--- config.mk ---
export PLATFORM = sky130hd
export DESIGN_NAME = wallace_product_accumulator
export DESIGN_NICKNAME = d
export VERILOG_FILES = /design/src/rtl/wallace_acc_pkg.sv /design/src/rtl/wallace_acc_adder.sv /design/src/rtl/wallace_product_accumulator.sv
export SDC_FILE = /design/constraint.sdc
export NUM_CORES = 1
export LEC_CHECK = 0
export BUFFER_PORTS_ARGS = -buffer_cell sky130_fd_sc_hd__buf_2
export CAP_MARGIN = 5
export CELL_PAD_IN_SITES_DETAIL_PLACEMENT = 0
export CELL_PAD_IN_SITES_GLOBAL_PLACEMENT = 1
export CORE_UTILIZATION = 43
export CTS_CLUSTER_DIAMETER = 200
export DETAILED_ROUTE_END_ITERATION = 8
export PLACE_DENSITY_LB_ADDON = 0.15
export SETUP_SLACK_MARGIN = 0.3
export SLEW_MARGIN = 0
export SYNTH_ARGS = -nofsm -noshare
export SYNTH_HDL_FRONTEND = slang
export SYNTH_HIERARCHICAL = 1
export SYNTH_SLANG_ARGS = --single-unit
--- constraint.sdc ---
create_clock -name clk -period 13.7 [get_ports clk]
set_input_delay 0.685 -clock clk [delete_from_list [all_inputs] [get_ports clk]]
set_output_delay 0.685 -clock clk [all_outputs]
set_load 0.01 [all_outputs]
--- src/rtl/wallace_acc_pkg.sv ---
// Shared types and default sizing for the Wallace product accumulator.
package wallace_acc_pkg;

  // Two-state control: collecting products, or holding a finished result.
  typedef enum logic [0:0] {
    ACCUM = 1'b0,
    HOLD  = 1'b1
  } acc_state_e;

  localparam int DEF_PROD_W = 16;
  localparam int DEF_ACC_W  = 24;
  localparam int DEF_CNT_W  = 8;

  // Value at which the product counter stops incrementing (default width).
  localparam int CNT_MAX = (1 << DEF_CNT_W) - 1;

endpackage

--- src/rtl/wallace_acc_adder.sv ---
// Ripple-carry adder used by the accumulator; the final carry flags a wrap.

// Single full-adder cell.
module one_bit_full_adder (
  input  logic a,
  input  logic b,
  input  logic cin,
  output logic s,
  output logic cout
);
  assign s    = a ^ b ^ cin;
  assign cout = (a & b) | (a & cin) | (b & cin);
endmodule

// ACC_W-bit ripple chain of full-adder cells, carry-in tied low.
module wallace_acc_adder #(
  parameter int ACC_W = 24
) (
  input  logic [ACC_W-1:0] a,
  input  logic [ACC_W-1:0] b,
  output logic [ACC_W-1:0] sum,
  output logic             cout
);
  logic [ACC_W:0] carry;

  assign carry[0] = 1'b0;

  generate
    for (genvar gi = 0; gi < ACC_W; gi++) begin : g_fa
      one_bit_full_adder u_fa (
        .a    (a[gi]),
        .b    (b[gi]),
        .cin  (carry[gi]),
        .s    (sum[gi]),
        .cout (carry[gi+1])
      );
    end
  endgenerate

  assign cout = carry[ACC_W];
endmodule

--- src/rtl/wallace_product_accumulator.sv ---
// Sums runs of products from the Wallace reduction tree and hands each run
// total, product count and sticky wrap flag downstream over valid/ready.
module wallace_product_accumulator
  import wallace_acc_pkg::*;
#(
  parameter int PROD_W = DEF_PROD_W,
  parameter int ACC_W  = DEF_ACC_W,
  parameter int CNT_W  = DEF_CNT_W
) (
  input  logic              clk,
  input  logic              rst,
  input  logic [PROD_W-1:0] prod,
  input  logic              prod_valid,
  input  logic              prod_last,
  output logic              prod_ready,
  input  logic              acc_clr,
  output logic [ACC_W-1:0]  acc_sum,
  output logic [CNT_W-1:0]  acc_count,
  output logic              acc_ovf,
  output logic              acc_valid,
  input  logic              acc_ready
);

  localparam logic [CNT_W-1:0] CNT_SAT = {CNT_W{1'b1}};

  acc_state_e       state_q, state_d;
  logic [ACC_W-1:0] sum_q, sum_d;
  logic [CNT_W-1:0] cnt_q, cnt_d;
  logic             ovf_q, ovf_d;
  logic [ACC_W-1:0] acc_sum_q, acc_sum_d;
  logic [CNT_W-1:0] acc_cnt_q, acc_cnt_d;
  logic             acc_ovf_q, acc_ovf_d;
  logic             acc_valid_q, acc_valid_d;

  logic             prod_hs;
  logic [ACC_W-1:0] add_a, add_b, add_sum;
  logic             add_cout;
  logic [CNT_W-1:0] base_cnt, new_cnt;
  logic             new_ovf;

  // Ready depends only on registered state, never on the downstream ready.
  assign prod_ready = (state_q == ACCUM) && !rst;
  assign prod_hs    = prod_valid && prod_ready;

  // A flush in the same cycle as a product restarts the run at that product.
  assign add_a = acc_clr ? '0 : sum_q;
  assign add_b = {{(ACC_W-PROD_W){1'b0}}, prod};

  wallace_acc_adder #(.ACC_W(ACC_W)) u_adder (
    .a    (add_a),
    .b    (add_b),
    .sum  (add_sum),
    .cout (add_cout)
  );

  // Next-state, working-register and result-register update decisions.
  always_comb begin
    state_d     = state_q;
    sum_d       = sum_q;
    cnt_d       = cnt_q;
    ovf_d       = ovf_q;
    acc_sum_d   = acc_sum_q;
    acc_cnt_d   = acc_cnt_q;
    acc_ovf_d   = acc_ovf_q;
    acc_valid_d = acc_valid_q;

    base_cnt = acc_clr ? '0 : cnt_q;
    new_cnt  = (base_cnt == CNT_SAT) ? CNT_SAT : base_cnt + CNT_W'(1);
    new_ovf  = (acc_clr ? 1'b0 : ovf_q) | add_cout;

    case (state_q)
      ACCUM: begin
        if (prod_hs) begin
          if (prod_last) begin
            acc_sum_d   = add_sum;
            acc_cnt_d   = new_cnt;
            acc_ovf_d   = new_ovf;
            acc_valid_d = 1'b1;
            state_d     = HOLD;
            sum_d       = '0;
            cnt_d       = '0;
            ovf_d       = 1'b0;
          end else begin
            sum_d = add_sum;
            cnt_d = new_cnt;
            ovf_d = new_ovf;
          end
        end else if (acc_clr) begin
          sum_d = '0;
          cnt_d = '0;
          ovf_d = 1'b0;
        end
      end
      HOLD: begin
        // A flush drops the pending result without a handshake.
        if (acc_clr || (acc_valid_q && acc_ready)) begin
          acc_valid_d = 1'b0;
          state_d     = ACCUM;
        end
      end
      default: state_d = ACCUM;
    endcase
  end

  // State and data registers, cleared asynchronously by rst.
  always_ff @(posedge clk or posedge rst) begin
    if (rst) begin
      state_q     <= ACCUM;
      sum_q       <= '0;
      cnt_q       <= '0;
      ovf_q       <= 1'b0;
      acc_sum_q   <= '0;
      acc_cnt_q   <= '0;
      acc_ovf_q   <= 1'b0;
      acc_valid_q <= 1'b0;
    end else begin
      state_q     <= state_d;
      sum_q       <= sum_d;
      cnt_q       <= cnt_d;
      ovf_q       <= ovf_d;
      acc_sum_q   <= acc_sum_d;
      acc_cnt_q   <= acc_cnt_d;
      acc_ovf_q   <= acc_ovf_d;
      acc_valid_q <= acc_valid_d;
    end
  end

  assign acc_sum   = acc_sum_q;
  assign acc_count = acc_cnt_q;
  assign acc_ovf   = acc_ovf_q;
  assign acc_valid = acc_valid_q;

endmodule

# After elaboration in Yosys (flattened, before gate mapping)
# Cells that the tools add are included.
# word_totals
reg_bits	68
in_bits	22
out_inout_bits	35
elab_cells	163
# classes
add_sub_neg	1
n_eq_ne	4
mux	18
bitwise_logic	125
n_reduce_logical	7
# ops
op	count
$mux W24	3
$and A1 B1 Y1	54
$xor A1 B1 Y1	39
$mux W8	4
$or A1 B1 Y1	31
$mux W1	9
$add A8 B1 Y8 const B	1
$eq A8 B8 Y1 const B	1
$reduce_and A3 Y1	2
$ne A2 B2 Y1 const B	2
$pmux W1 S2	2
$logic_and A1 B1 Y1	3
$ne A2 B1 Y1 const B	1
$logic_not A1 Y1	1
$logic_or A1 B1 Y1	1
$not A1 Y1	1

# Logic depth before layout (Yosys ltp)
# depth
word_depth	58
depth_mapped	28

# By module
# The synthesis kept the hierarchy.
# by_module_without_submodules
module	instances	cells_each	area_each_um2	seq_area_each_um2
wallace_product_accumulator	1	347	3064.2	1701.6
one_bit_full_adder	24	1	20.0	0.0
wallace_acc_adder	1	1	3.8	0.0

# Worst setup path after synthesis
# No wires, ideal clock.
# synth_timing
path_type	input -> register
startpoint	input acc_clr
endpoint	register sum_q[23]
arrival_ps	10495
required_ps	13617
path_slack_ps	3122
path_stages	28
cell_sequence	clkbuf_1 -> nor2b_1 -> fa_1 -> fa_1 -> fa_1 -> fa_1 -> fa_1 -> fa_1 -> fa_1 -> fa_1 -> fa_1 -> fa_1 -> fa_1 -> fa_1 -> fa_1 -> fa_1 -> fa_1 -> fa_1 -> fa_1 -> fa_1 -> fa_1 -> fa_1 -> fa_1 -> fa_1 -> fa_1 -> fa_1 -> nand2_1 -> o21ai_0
# synth_via
elab_chain_cells	57
word_cells_on_any_way	87
cone_classes	mux (3); bitwise (84)
# synth_lines
item	line_no	source
start: declaration	wallace_product_accumulator.sv:16	input logic acc_clr,
$mux W24 (*)	-	
net add_a[0]	wallace_product_accumulator.sv:36	logic [ACC_W-1:0] add_a, add_b, add_sum;
$and A1 B1 Y1 (*)	wallace_acc_adder.sv:12	assign cout = (a & b) | (a & cin) | (b & cin);
net u_adder.carry[1]	wallace_acc_adder.sv:24	logic [ACC_W:0] carry;
$and A1 B1 Y1	wallace_acc_adder.sv:12	
$or A1 B1 Y1	wallace_acc_adder.sv:12	
$or A1 B1 Y1 (*)	wallace_acc_adder.sv:12	
net u_adder.carry[2]	wallace_acc_adder.sv:24	
(+3 left out)	-	
net u_adder.carry[3]	wallace_acc_adder.sv:24	
(+3 left out)	-	
net u_adder.carry[4]	wallace_acc_adder.sv:24	
(+3 left out)	-	
net u_adder.carry[5]	wallace_acc_adder.sv:24	
(+3 left out)	-	
net u_adder.carry[6]	wallace_acc_adder.sv:24	
(+3 left out)	-	
net u_adder.carry[7]	wallace_acc_adder.sv:24	
(+3 left out)	-	
net u_adder.carry[8]	wallace_acc_adder.sv:24	
(+3 left out)	-	
net u_adder.carry[9]	wallace_acc_adder.sv:24	
(+3 left out)	-	
net u_adder.carry[10]	wallace_acc_adder.sv:24	
(+3 left out)	-	
net u_adder.carry[11]	wallace_acc_adder.sv:24	
(+3 left out)	-	
net u_adder.carry[12]	wallace_acc_adder.sv:24	
(+3 left out)	-	
net u_adder.carry[13]	wallace_acc_adder.sv:24	
(+3 left out)	-	
net u_adder.carry[14]	wallace_acc_adder.sv:24	
(+3 left out)	-	
net u_adder.carry[15]	wallace_acc_adder.sv:24	
(+3 left out)	-	
net u_adder.carry[16]	wallace_acc_adder.sv:24	
(+1 left out)	-	
net u_adder.carry[17]	wallace_acc_adder.sv:24	
(+1 left out)	-	
net u_adder.carry[18]	wallace_acc_adder.sv:24	
(+1 left out)	-	
net u_adder.carry[19]	wallace_acc_adder.sv:24	
(+1 left out)	-	
net u_adder.carry[20]	wallace_acc_adder.sv:24	
(+1 left out)	-	
net u_adder.carry[21]	wallace_acc_adder.sv:24	
$and A1 B1 Y1 (*)	wallace_acc_adder.sv:12	
net u_adder.carry[22]	wallace_acc_adder.sv:24	
$and A1 B1 Y1 (*)	wallace_acc_adder.sv:12	
net u_adder.carry[23]	wallace_acc_adder.sv:24	
$xor A1 B1 Y1 (*)	wallace_acc_adder.sv:11	assign s = a ^ b ^ cin;
net add_sum[23]	wallace_product_accumulator.sv:36	
$mux W24 (*)	wallace_product_accumulator.sv:74	if (prod_last) begin
$mux W24 (*)	wallace_product_accumulator.sv:73	if (prod_hs) begin
end signal: assignment	wallace_product_accumulator.sv:118	sum_q <= sum_d;
end: declaration	wallace_product_accumulator.sv:27	logic [ACC_W-1:0] sum_q, sum_d;
# The timed path passes the listed nets; every way through them passes the cells marked *.
# A chain may end at the register's enable or synchronous reset.

# Worst setup path in the final report
# Ends and elaborated chain as after synthesis.

==> impl_metrics.ini <==
[status]
status = complete, no violations

[sta]
period_share_pct = 78.7
fin_worst_skew_ns = 0.00803
relSlewSlack_pct = 39.5
fin_crit_ns = 10.78
hold_violations = 0
whs_ns = 0.463
worstMarginPinSlew_ns = 0.905
slew_violations = 0
setup_viol = 0
clock.fmax_ghz = 0.0928
rsz0062_at_grt = no
tns_ns = 0

[cts]
cts_tree = built
h-tree-depth = 3
cts_made_buffers = 9
hold_buffers = 0
insertion_delay_ns = 0.34
clk_pin_slew_ns = 0.07
cts.sinks = 68
clockRootBuffer = clkbuf_8
cts_resized = 0
clk_path_buf_depth = 2
post_cts_buffers = 0

[critical_path]
crit_path_start_kind = input pin
cp.arrival_ns = 11.04
worstSetupPathType = input pin to register
crit_slowest_cell = fa_1
worst-path-max-fanout = 38
path_delay_family = adder cells
endpoint_kind = register
crit_path_max_incr_delay_ns = 0.51
cp_common_cell = fa_1
worstPathRequired_ns = 13.96
path_buf_inv = 2

[drt]
drc = 0
first_pass_iters = 4
wl_per_cell_microns = 14.2
ant_nets = 0
vias_per_cell = 5.08
vias = 2712
drtIter0Drc = 163
drt-total-wl_microns = 7590

[yosys]
yosysSeqAreaShare_pct = 48.0
yosys.area.top_type = dfrtp_1
synth_area_leaders = dfrtp_1 (48%), fa_1 (14%), nand2_1 (12%)
synth_top_area_share_pct = 48.0
yosysWarnings = 6
synth_area_sq_um = 3550
synth.avg_cell_area_sq_um = 9.54
synthCells = 372
ys_seq_elements = 68
synthDistinctLibCells = 36

[place]
portBuffers = 56
place_congestion = 0.759
place_hpwl_microns = 4950

[pwr]
p_leak_nw = 2.02
vdd_drop_max_mv = 0.0550
p_per_area_nw_per_um2 = 117

[final_layout]
area_growth_pct = 14.4
layout.nets = 474
fillers = 791
diodes = 0
layout-drive-gt1-share_pct = 18.3

[floorplan]
die_w_microns = 92.8
start_util_pct = 45.2
num_rows = 32
dieArea_sq_um = 8620
fp.coreArea_sq_um = 7850
die_y_microns = 92.8
ios = 57

[global_route]
antenna_found_initial = 0
grtUsageTotal_pct = 19.7
grt_max_degree = 53
grt_pass1_vias = 2718
grt_overflow_total = 0
grt_pass1_wl_microns = 13100

[hold_path]
hp-class = input pin to asynchronous set/reset pin

[job]
max_cap_violations = 0
## layer usage
layer | wire [microns] | track usage (%) | part of all wire (%)
met5 | 0 | 0 | 0
met4 | 119 | 8.46 | 1.6
met3 | 299 | 3.12 | 3.9
met2 | 3520 | 30.9 | 46
met1 | 3650 | 27.0 | 48
## cell usage after synthesis (all sizes together)
library cell  instances
or3                   1
a22oi                 2
a21oi                13
buf                  11
xnor2                 2
or2                   1
a22o                  4
o22a                  1
clkinv                1
clkbuf               11
nand3                28
conb                  2
mux2                  1
nand2               112
o21ai                34
nor2                  8
o22ai                 1
and4                  1
nor3                  2
fa                   24
xor2                  1
dfrtp                68
a32o                  1
or3b                  1
nor2b                25
nand4                 3
inv                   7
nor4                  2
nor3b                 1
o211ai                3
## logic make-up after synthesis
| family | share of synthesized area, % |
|---|---|
| mux | 0.317 |
| buf+inv | 3.81 |
| other cells | 0.212 |
| fa+ha+maj | 13.5 |
| xor+xnor | 0.741 |
| flops | 48.0 |
| compound gates | 9.38 |
| simple gates | 24.0 |
## sequential cells by signal, indices dropped and copies added, names as in the netlist
register	cells
ovf_q	1
sum_q	24
acc_ovf	1
cnt_q	8
acc_valid	1
state_q	1
acc_sum	24
acc_count	8
## layout make-up
type / count / area (sq um) / share of cell area, %
multi-input cells: 281 / 1740 / 42.8
repair buffers: 60 / 310 / 7.64
flip-flops and latches: 68 / 1700 / 41.9
clock buffers: 13 / 139 / 3.42
well taps: 102 / 128 / 3.14
inverters: 8 / 30.0 / 0.740
clock inverters: 2 / 12.5 / 0.308
## metrics by stage
| stage | worst slack [ns] | area, sq um | cells | utilization (%) | power (mW) |
|---|---|---|---|---|---|
| floorplan | 3.12 | 3570 | 379 | - | 0.304 |
| global placement | 2.64 | 3910 | 519 | 49.8 | 0.341 |
| detailed placement | 2.59 | 3910 | 519 | 49.8 | 0.342 |
| CTS | 2.93 | 4060 | 534 | 51.7 | 0.483 |
| global route | 2.51 | 4060 | 534 | 51.7 | 0.504 |
| finish | 2.92 | 4060 | 534 | 51.7 | 0.474 |
## power by group
group          total (mW)  switching [mW]  internal (mW)
Sequential          0.239          0.0127          0.226
Clock               0.138          0.0731         0.0647
Combinational      0.0977          0.0589         0.0388
## worst paths after layout
kind	to	start	cells past startpoint	slack (ns)
setup / recovery	sum_q[23]$_DFFE_PP0N_	acc_clr	29	2.92
hold / removal	acc_sum[1]$_DFFE_PP0P_	rst	2	0.46
setup reg to reg	sum_q[23]$_DFFE_PP0N_	sum_q[0]$_DFFE_PP0N_	27	3.33
hold reg to reg	acc_count[3]$_DFFE_PP0P_	acc_count[3]$_DFFE_PP0P_	2	0.47
max in group asynchronous	sum_q[21]$_DFFE_PP0N_	rst	3	12.28
min in group clk	acc_count[3]$_DFFE_PP0P_	acc_count[3]$_DFFE_PP0P_	2	0.47
## cell usage in the layout, fill, tap and decap left out, drive strengths merged, types with 2 or more instances in the layout
| master | n |
|---|---|
| a21oi | 13 |
| conb | 9 |
| xnor2 | 2 |
| fa | 24 |
| nor3 | 2 |
| buf | 60 |
| clkinv | 2 |
| nor4 | 2 |
| a22oi | 2 |
| o211ai | 3 |
| nor2b | 25 |
| clkbuf | 13 |
| nor2 | 8 |
| dfrtp | 68 |
| o21ai | 34 |
| a22o | 4 |
| nand2 | 112 |
| nand3 | 28 |
| nand4 | 3 |
| inv | 7 |
No activity file was read; power rests on OpenSTA's default activity.
